--- config.mk ---
export PLATFORM = sky130hd
export DESIGN_NAME = serial_sum_rx
export DESIGN_NICKNAME = d
export VERILOG_FILES = /design/src/rtl/serial_pkg.sv /design/src/rtl/parity_acc.sv /design/src/rtl/serial_sum_rx.sv
export SDC_FILE = /design/constraint.sdc
export NUM_CORES = 1
export LEC_CHECK = 0
export CORE_MARGIN = 4
export CORE_UTILIZATION = 53
export DETAILED_ROUTE_END_ITERATION = 7
export PLACE_DENSITY_LB_ADDON = 0.2
export REMOVE_ABC_BUFFERS = 1
export SLEW_MARGIN = 5
export SYNTH_ARGS = -nofsm -noshare
export SYNTH_HDL_FRONTEND = slang
export SYNTH_SLANG_ARGS = --single-unit
export TNS_END_PERCENT = 50
--- constraint.sdc ---
create_clock -name clk -period 1.92 [get_ports clk]
set_input_delay 0.288 -clock clk [delete_from_list [all_inputs] [get_ports clk]]
set_output_delay 0.288 -clock clk [all_outputs]
set_load 0.005 [all_outputs]
--- src/rtl/serial_pkg.sv ---
// serial_pkg: shared types and helpers for the bit-serial link
package serial_pkg;

  typedef enum logic [1:0] {
    IDLE = 2'd0,
    DATA = 2'd1,
    PAR  = 2'd2
  } state_e;

  function automatic int frame_len(input int width);
    return width + 1;
  endfunction

endpackage

--- src/rtl/parity_acc.sv ---
// parity_acc: running XOR accumulator with clear/load/update controls
module parity_acc (
  input  logic clk,
  input  logic rst_n,
  input  logic clr,
  input  logic load,
  input  logic upd,
  input  logic din,
  output logic acc
);

  logic acc_q, acc_d;

  // load starts a new run and wins over clear so a restart in the final slot is kept
  always_comb acc_d = load ? din : clr ? 1'b0 : upd ? acc_q ^ din : acc_q;

  // accumulator register
  always_ff @(posedge clk or negedge rst_n)
    if (!rst_n) acc_q <= 1'b0;
    else        acc_q <= acc_d;

  assign acc = acc_q;

endmodule

--- src/rtl/serial_sum_rx.sv ---
// serial_sum_rx: LSB-first serial word receiver with parity check and one-entry output buffer
module serial_sum_rx
  import serial_pkg::*;
#(
  parameter int WIDTH   = 8,
  parameter bit ODD_PAR = 1'b0
) (
  input  logic             clk,
  input  logic             rst_n,
  input  logic             sin,
  input  logic             sval,
  input  logic             sof,
  output logic [WIDTH-1:0] dout,
  output logic             dvalid,
  input  logic             dready,
  output logic             perr,
  output logic             ovf,
  output logic             busy
);

  localparam int CW = (WIDTH > 1) ? $clog2(WIDTH) : 1;
  localparam logic [CW-1:0] LAST = CW'(WIDTH - 1);

  state_e           state_q, state_d;
  logic [CW-1:0]    cnt_q, cnt_d;
  logic [WIDTH-1:0] shreg_q, shreg_d;
  logic [WIDTH-1:0] dout_q, dout_d;
  logic             dvalid_q, dvalid_d;
  logic             perr_q, perr_d;
  logic             ovf_q, ovf_d;
  logic             acc, start, take, done, accept, mismatch;

  // sof always (re)starts a frame; otherwise only DATA/PAR consume bits
  assign start    = sval & sof;
  assign take     = sval & ~sof & (state_q == DATA);
  assign done     = sval & ~sof & (state_q == PAR);
  assign accept   = ~dvalid_q | dready;
  assign mismatch = (acc ^ sin) != ODD_PAR;

  parity_acc u_acc (
    .clk   (clk),
    .rst_n (rst_n),
    .clr   (done),
    .load  (start),
    .upd   (take),
    .din   (sin),
    .acc   (acc)
  );

  // frame FSM, bit counter and shift register; cnt saturates at the last data bit
  always_comb begin
    state_d = state_q;
    cnt_d   = cnt_q;
    shreg_d = shreg_q;
    if (start) begin
      state_d = DATA;
      cnt_d   = CW'(1);
      shreg_d = {{(WIDTH-1){1'b0}}, sin};
    end else if (take) begin
      shreg_d[cnt_q] = sin;
      cnt_d          = (cnt_q == LAST) ? cnt_q : cnt_q + CW'(1);
      state_d        = (cnt_q == LAST) ? PAR : DATA;
    end else if (done) begin
      state_d = IDLE;
      cnt_d   = '0;
    end
  end

  // one-entry output buffer: a completed frame loads only if the slot is free or draining
  always_comb begin
    dout_d   = (done & accept) ? shreg_q  : dout_q;
    perr_d   = (done & accept) ? mismatch : perr_q;
    dvalid_d = done | (dvalid_q & ~dready);
    ovf_d    = done & ~accept;
  end

  // state and output registers
  always_ff @(posedge clk or negedge rst_n)
    if (!rst_n) begin
      state_q  <= IDLE;
      cnt_q    <= '0;
      shreg_q  <= '0;
      dout_q   <= '0;
      dvalid_q <= 1'b0;
      perr_q   <= 1'b0;
      ovf_q    <= 1'b0;
    end else begin
      state_q  <= state_d;
      cnt_q    <= cnt_d;
      shreg_q  <= shreg_d;
      dout_q   <= dout_d;
      dvalid_q <= dvalid_d;
      perr_q   <= perr_d;
      ovf_q    <= ovf_d;
    end

  assign dout   = dout_q;
  assign dvalid = dvalid_q;
  assign perr   = perr_q;
  assign ovf    = ovf_q;
  assign busy   = (state_q != IDLE);

endmodule

* Word level (Yosys, flattened, before mapping)
Index checks and enable logic that the tools add are counted.
** Word-level totals
- Bits of input ports :: 6
- Register bits after elaboration :: 25
- Output and inout port bits :: 12
- Logic and storage cells :: 50
** Operators by class
- Reduce and logical (&&, ||, !) cells :: 5
- Equal/unequal tests :: 4
- Add/sub/neg operators :: 1
- Muxes and demuxes :: 16
- Bitwise operators :: 14
- Magnitude comparators :: 2
** Operators with widths (count)
- $mux W8 :: 2
- $mux W3 :: 4
- $bwmux W8 :: 1
- $mux W2 :: 4
- $and A1 B1 Y1 :: 7
- $lt A3 B4 Y1 const B :: 1
- $mux W1 :: 4
- $not A1 Y1 :: 4
- $reduce_bool A2 Y1 :: 2
- $add A3 B1 Y3 const B :: 1
- $demux W1 S3 :: 1
- $eq A3 B3 Y1 const B :: 1
- $ge A3 B1 Y1 const B :: 1
- $ne A3 B2 Y1 const B :: 1
- $reduce_bool A3 Y1 :: 1
- $eq A2 B1 Y1 const B :: 1
- $eq A2 B2 Y1 const B :: 1
- $or A1 B1 Y1 :: 2
- $reduce_and A2 Y1 :: 1
- $logic_and A1 B1 Y1 :: 1
- $xor A1 B1 Y1 :: 1

* Longest topological paths before layout
- Depth in word-level cells :: 7
- Gate-level depth with buffers :: 5
- Gate-level depth less buffers :: 5

* Hierarchy
A second synthesis with hierarchy kept.
** Unflattened totals
- Cell total of the unflattened synthesis :: 96
- Area total of the unflattened synthesis :: 1153.6 um^2
** By module, submodules not included
- serial_sum_rx :: cells an instance 90, instances 1, area each 1093.5 um^2, sequential area each 600.6 um^2
- parity_acc :: cells an instance 6, instances 1, area each 60.1 um^2, sequential area each 25.0 um^2

* Worst setup path after synthesis
No wires, ideal clock.
- Path kind :: reg-to-reg
- From :: reg cnt_q[1]
- To :: reg cnt_q[1]
- Clock period less this slack :: 1.701 ns
- Stages on the path, launching flop included :: 6
- Buffers on the path :: 0
- Path slack :: 0.219 ns
- Setup time :: 0.129 ns
- Required time :: 1.791 ns
- Arrival time :: 1.572 ns
- Path through :: dfrtp_1 > ha_1 > ha_1 > or3b_2 > a32oi_1 > o22ai_1
** Between the ends
- Cells in the longest elaborated chain, start to end :: 4
- Elaborated cells between the ends (all ways) :: 7
- Those cells by class :: add/sub: 1; eq/ne: 2; mux: 3; reduce/logical: 1
** Ends and longest elaborated chain
- start: declaration :: line serial_sum_rx.sv:25 : logic [CW-1:0] cnt_q, cnt_d;
- start signal: assignment :: line serial_sum_rx.sv:89 : cnt_q <= cnt_d;
- $add A3 B1 Y3 :: line serial_sum_rx.sv:61 : cnt_d = (cnt_q == LAST) ? cnt_q : cnt_q + CW'(1);
- $mux W3 :: line serial_sum_rx.sv:61
- $mux W3 :: line serial_sum_rx.sv:59 : end else if (take) begin
- $mux W3 :: line serial_sum_rx.sv:55 : if (start) begin
Parallel ways exist; a longest one is shown, timed or not. The select of a mux whose other input is x is not followed.
A chain may end at the register's enable or synchronous reset.

* Worst setup path in the final report
- From :: reg state_q[0]
- To :: out busy
** Between the ends
- Cells in the longest elaborated chain, start to end :: 1
** Ends and longest elaborated chain
- start: declaration :: line serial_sum_rx.sv:24 : state_e state_q, state_d;
- start signal: assignment :: line serial_sum_rx.sv:88 : state_q <= state_d;
- $reduce_bool A2 Y1 :: line serial_sum_rx.sv:101 : assign busy = (state_q != IDLE);
- end: declaration :: line serial_sum_rx.sv:18 : output logic busy
Every way passes these cells.

==> reports/metrics.cfg <==
[clocking]
hold_buffers = 0
htree_levels = 1
clk_transition_reported_paths_ns = 0.14
cts.sinks = 25
cts_buffers = 3
clockBufferDepth = 2
tritoncts = yes
cts-root-buf = clkbuf_4
clock_latency_ns = 0.31

[floorplan]
rows = 17
die_y_microns = 56.7
core_sq_mm = 0.00223
ios = 18
initial_core_util_pct = 56.2
die_w_microns = 56.7
die_area_sq_mm = 0.00321

[place]
place_inst = 150
placed_area_sq_mm = 0.00149
place_congestion = 0.799
port_buffers = 17
dp_hpwl_microns = 1780

[sta]
fmax_ghz = 0.542
finalHoldViolations = 0
setup_tns_ns = 0
whs_ns = 0.317
fin_skew_ns = 0.00477
relSlewSlack_pct = 73.7
fin_crit_ns = 1.85
final-setup-viol-count = 0
finalMaxSlewViolations = 0
worst_pin_slew_ns = 0.391
rsz0062_at_grt = true
period_share_pct = 96.2

[drt]
drtPass1Iterations = 5
via_per_inst = 5.72
routed.top_layer = met4
wirelength_met1_microns = 1100
vias = 886
dr_wl_met3_microns = 98
drcViolationCount = 0
routed_wl_microns = 2430
postRouteAntennaNets = 0
avgRoutedWirePerCell_microns = 15.7
drt_iter0_drc = 21
route.met2.wl_microns = 1210

[finish]
drive_gt1_share_pct = 26.0
fin_area_sq_mm = 0.00154
nets = 136
area_delta_synth_final_pct = 22.3
fillers = 185
final-instance-count-excl-fill = 155
diodes = 0

[status]
outcome = finished clean

[global_route]
track_usage_pct = 16.0
grt_pass1_wl_microns = 4000
grt_max_degree = 26
overflow = 0
grt_pass1_vias = 878
antenna_found_initial = 0

[setup_path]
cp-end-kind = output pin
reg2reg_slack_ns = 0.09
critPathKind = reg2out
reg2reg_from = cnt_q[0]
critPathMaxFanout = 13
critPathLaunchType = register
r2r-end = cnt_q[2]
r2r_cells = 5
critPathRequiredTime_ns = 1.63
arrival_ns = 1.56

[synthesis]
synth.ff_latch_count = 25
syn-instance-count = 102
synth_edf_count = 0
yosys-top-cells-area = dfrtp_1, mux2_4, mux2i_1, nand2_1, nand4bb_4
async_reset_ff_share_pct = 100
synthXorXnorAreaFrac_pct = 0.697
synth_top_area_cell = dfrtp_1
synthSimpleGateAreaFrac_pct = 18.6
synth_compound_area_share_pct = 8.17
synth.most_common_cell = dfrtp_1
yosys.area_share.adder_pct = 1.99
ys.flop_type = dfrtp_1
ys_types = 31
synth.top_cell.area_share_pct = 49.8
yosysWarnings = 0
ys_seq_area_share_pct = 49.8
syn_area_sq_mm = 0.00126
synth_top_family_by_area = simple AND/OR/NAND/NOR gates
avgSynthCellArea_sq_um = 12.3
yosys-top-cells-count = dfrtp_1, nand2_1, mux2_4, mux2i_1, buf_2
synth_mux_area_share_pct = 17.2

[power]
pwr_density_cell_mw_per_mm2 = 745
leakage_nw = 0.730
total_power_mw = 1.15
vdd_drop_max_mv = 0.471

[job]
drv_cap = 0

[worst_hold_path]
min_path_type = in2async

[per-layer routing]
layer,global-route usage (%),vias up
li1,-,423
met1,20.0,438
met2,28.1,20
met3,2.99,5
met4,4.07,0
met5,0,-
[per-stage QoR]
step | setup slack (ns) | util, %
global route | -0.0364 | 68.8
detailed placement | 0.0832 | 66.8
finish | 0.0737 | 68.8
CTS | 0.0368 | 68.1
global placement | 0.128 | 66.8
floorplan | 0.149 | -
[final cells by class]
cell class	instances	area [sq um]	share of cell area (%)
Inverter	2	7.51	0.489
Clock buffer	4	26.3	1.71
Tap cell	28	35.0	2.28
Multi-Input combinational cell	69	594	38.7
Sequential cell	25	628	40.9
Timing Repair Buffer	27	245	16.0
[flip-flops by register name, summed over array words and instances, names as in the netlist]
| name | flops |
|---|---|
| dvalid | 1 |
| perr | 1 |
| shreg_q | 8 |
| dout | 8 |
| ovf | 1 |
| cnt_q | 3 |
| u_acc.acc | 1 |
| state_q | 2 |
[critical path: stages (launching register included)]
cell and delay, ns:
dfrtp_2 0.51, or2_2 0.29, clkdlybuf4s50_1 0.44
[kinds of logic (layout without fill, tap and decap cells)]
| logic type | Yosys count | in the layout |
|---|---|---|
| AOI/OAI and AO/OA | 14 | 14 |
| muxes | 17 | 17 |
| xor gates and xnor gates | 1 | 1 |
| and+or+nand+nor | 35 | 35 |
| buffers and inverters | 8 | 33 |
| DFF | 25 | 25 |
| adders and majority gates | 2 | 2 |
[layout by cell type (no fill, tap or decap), types with 3 or more instances in the layout]
cell type / count
nand2b_1: 3
mux2_4: 9
dfrtp_1: 23
clkdlybuf4s50_1: 17
clkbuf_4: 3
a21oi_1: 3
mux2i_1: 7
nor4_1: 3
buf_4: 10
nand4_1: 4
nand2_1: 14
[power by group]
group / leakage, nW / switching [mW] / internal [mW] / total [mW]
combinational: 0.382 / 0.157 / 0.142 / 0.299
sequential: 0.333 / 0.0361 / 0.574 / 0.610
clock: 0.0150 / 0.156 / 0.0811 / 0.237
[worst max path at each step]
stage,from,end,slack (ns),depth (start not counted)
final,state_q[0],busy,0.07,2
after floorplan,cnt_q[0],cnt_q[1],0.15,5
after global routing,cnt_q[0],cnt_q[2],-0.04,5
after global placement,sval,shreg_q[0],0.13,4
after detailed placement,sval,shreg_q[0],0.08,4
after CTS,state_q[1],busy,0.04,2
[what timing repair did]
item / 4_1_cts / 5_1_grt
buffers inserted: 0 / 1
resized for setup: 1 / 2
endpoints found under the setup margin: 1 / 2
endpoints found under the hold margin: 0 / 0
(Power assumes the default switching activity.)
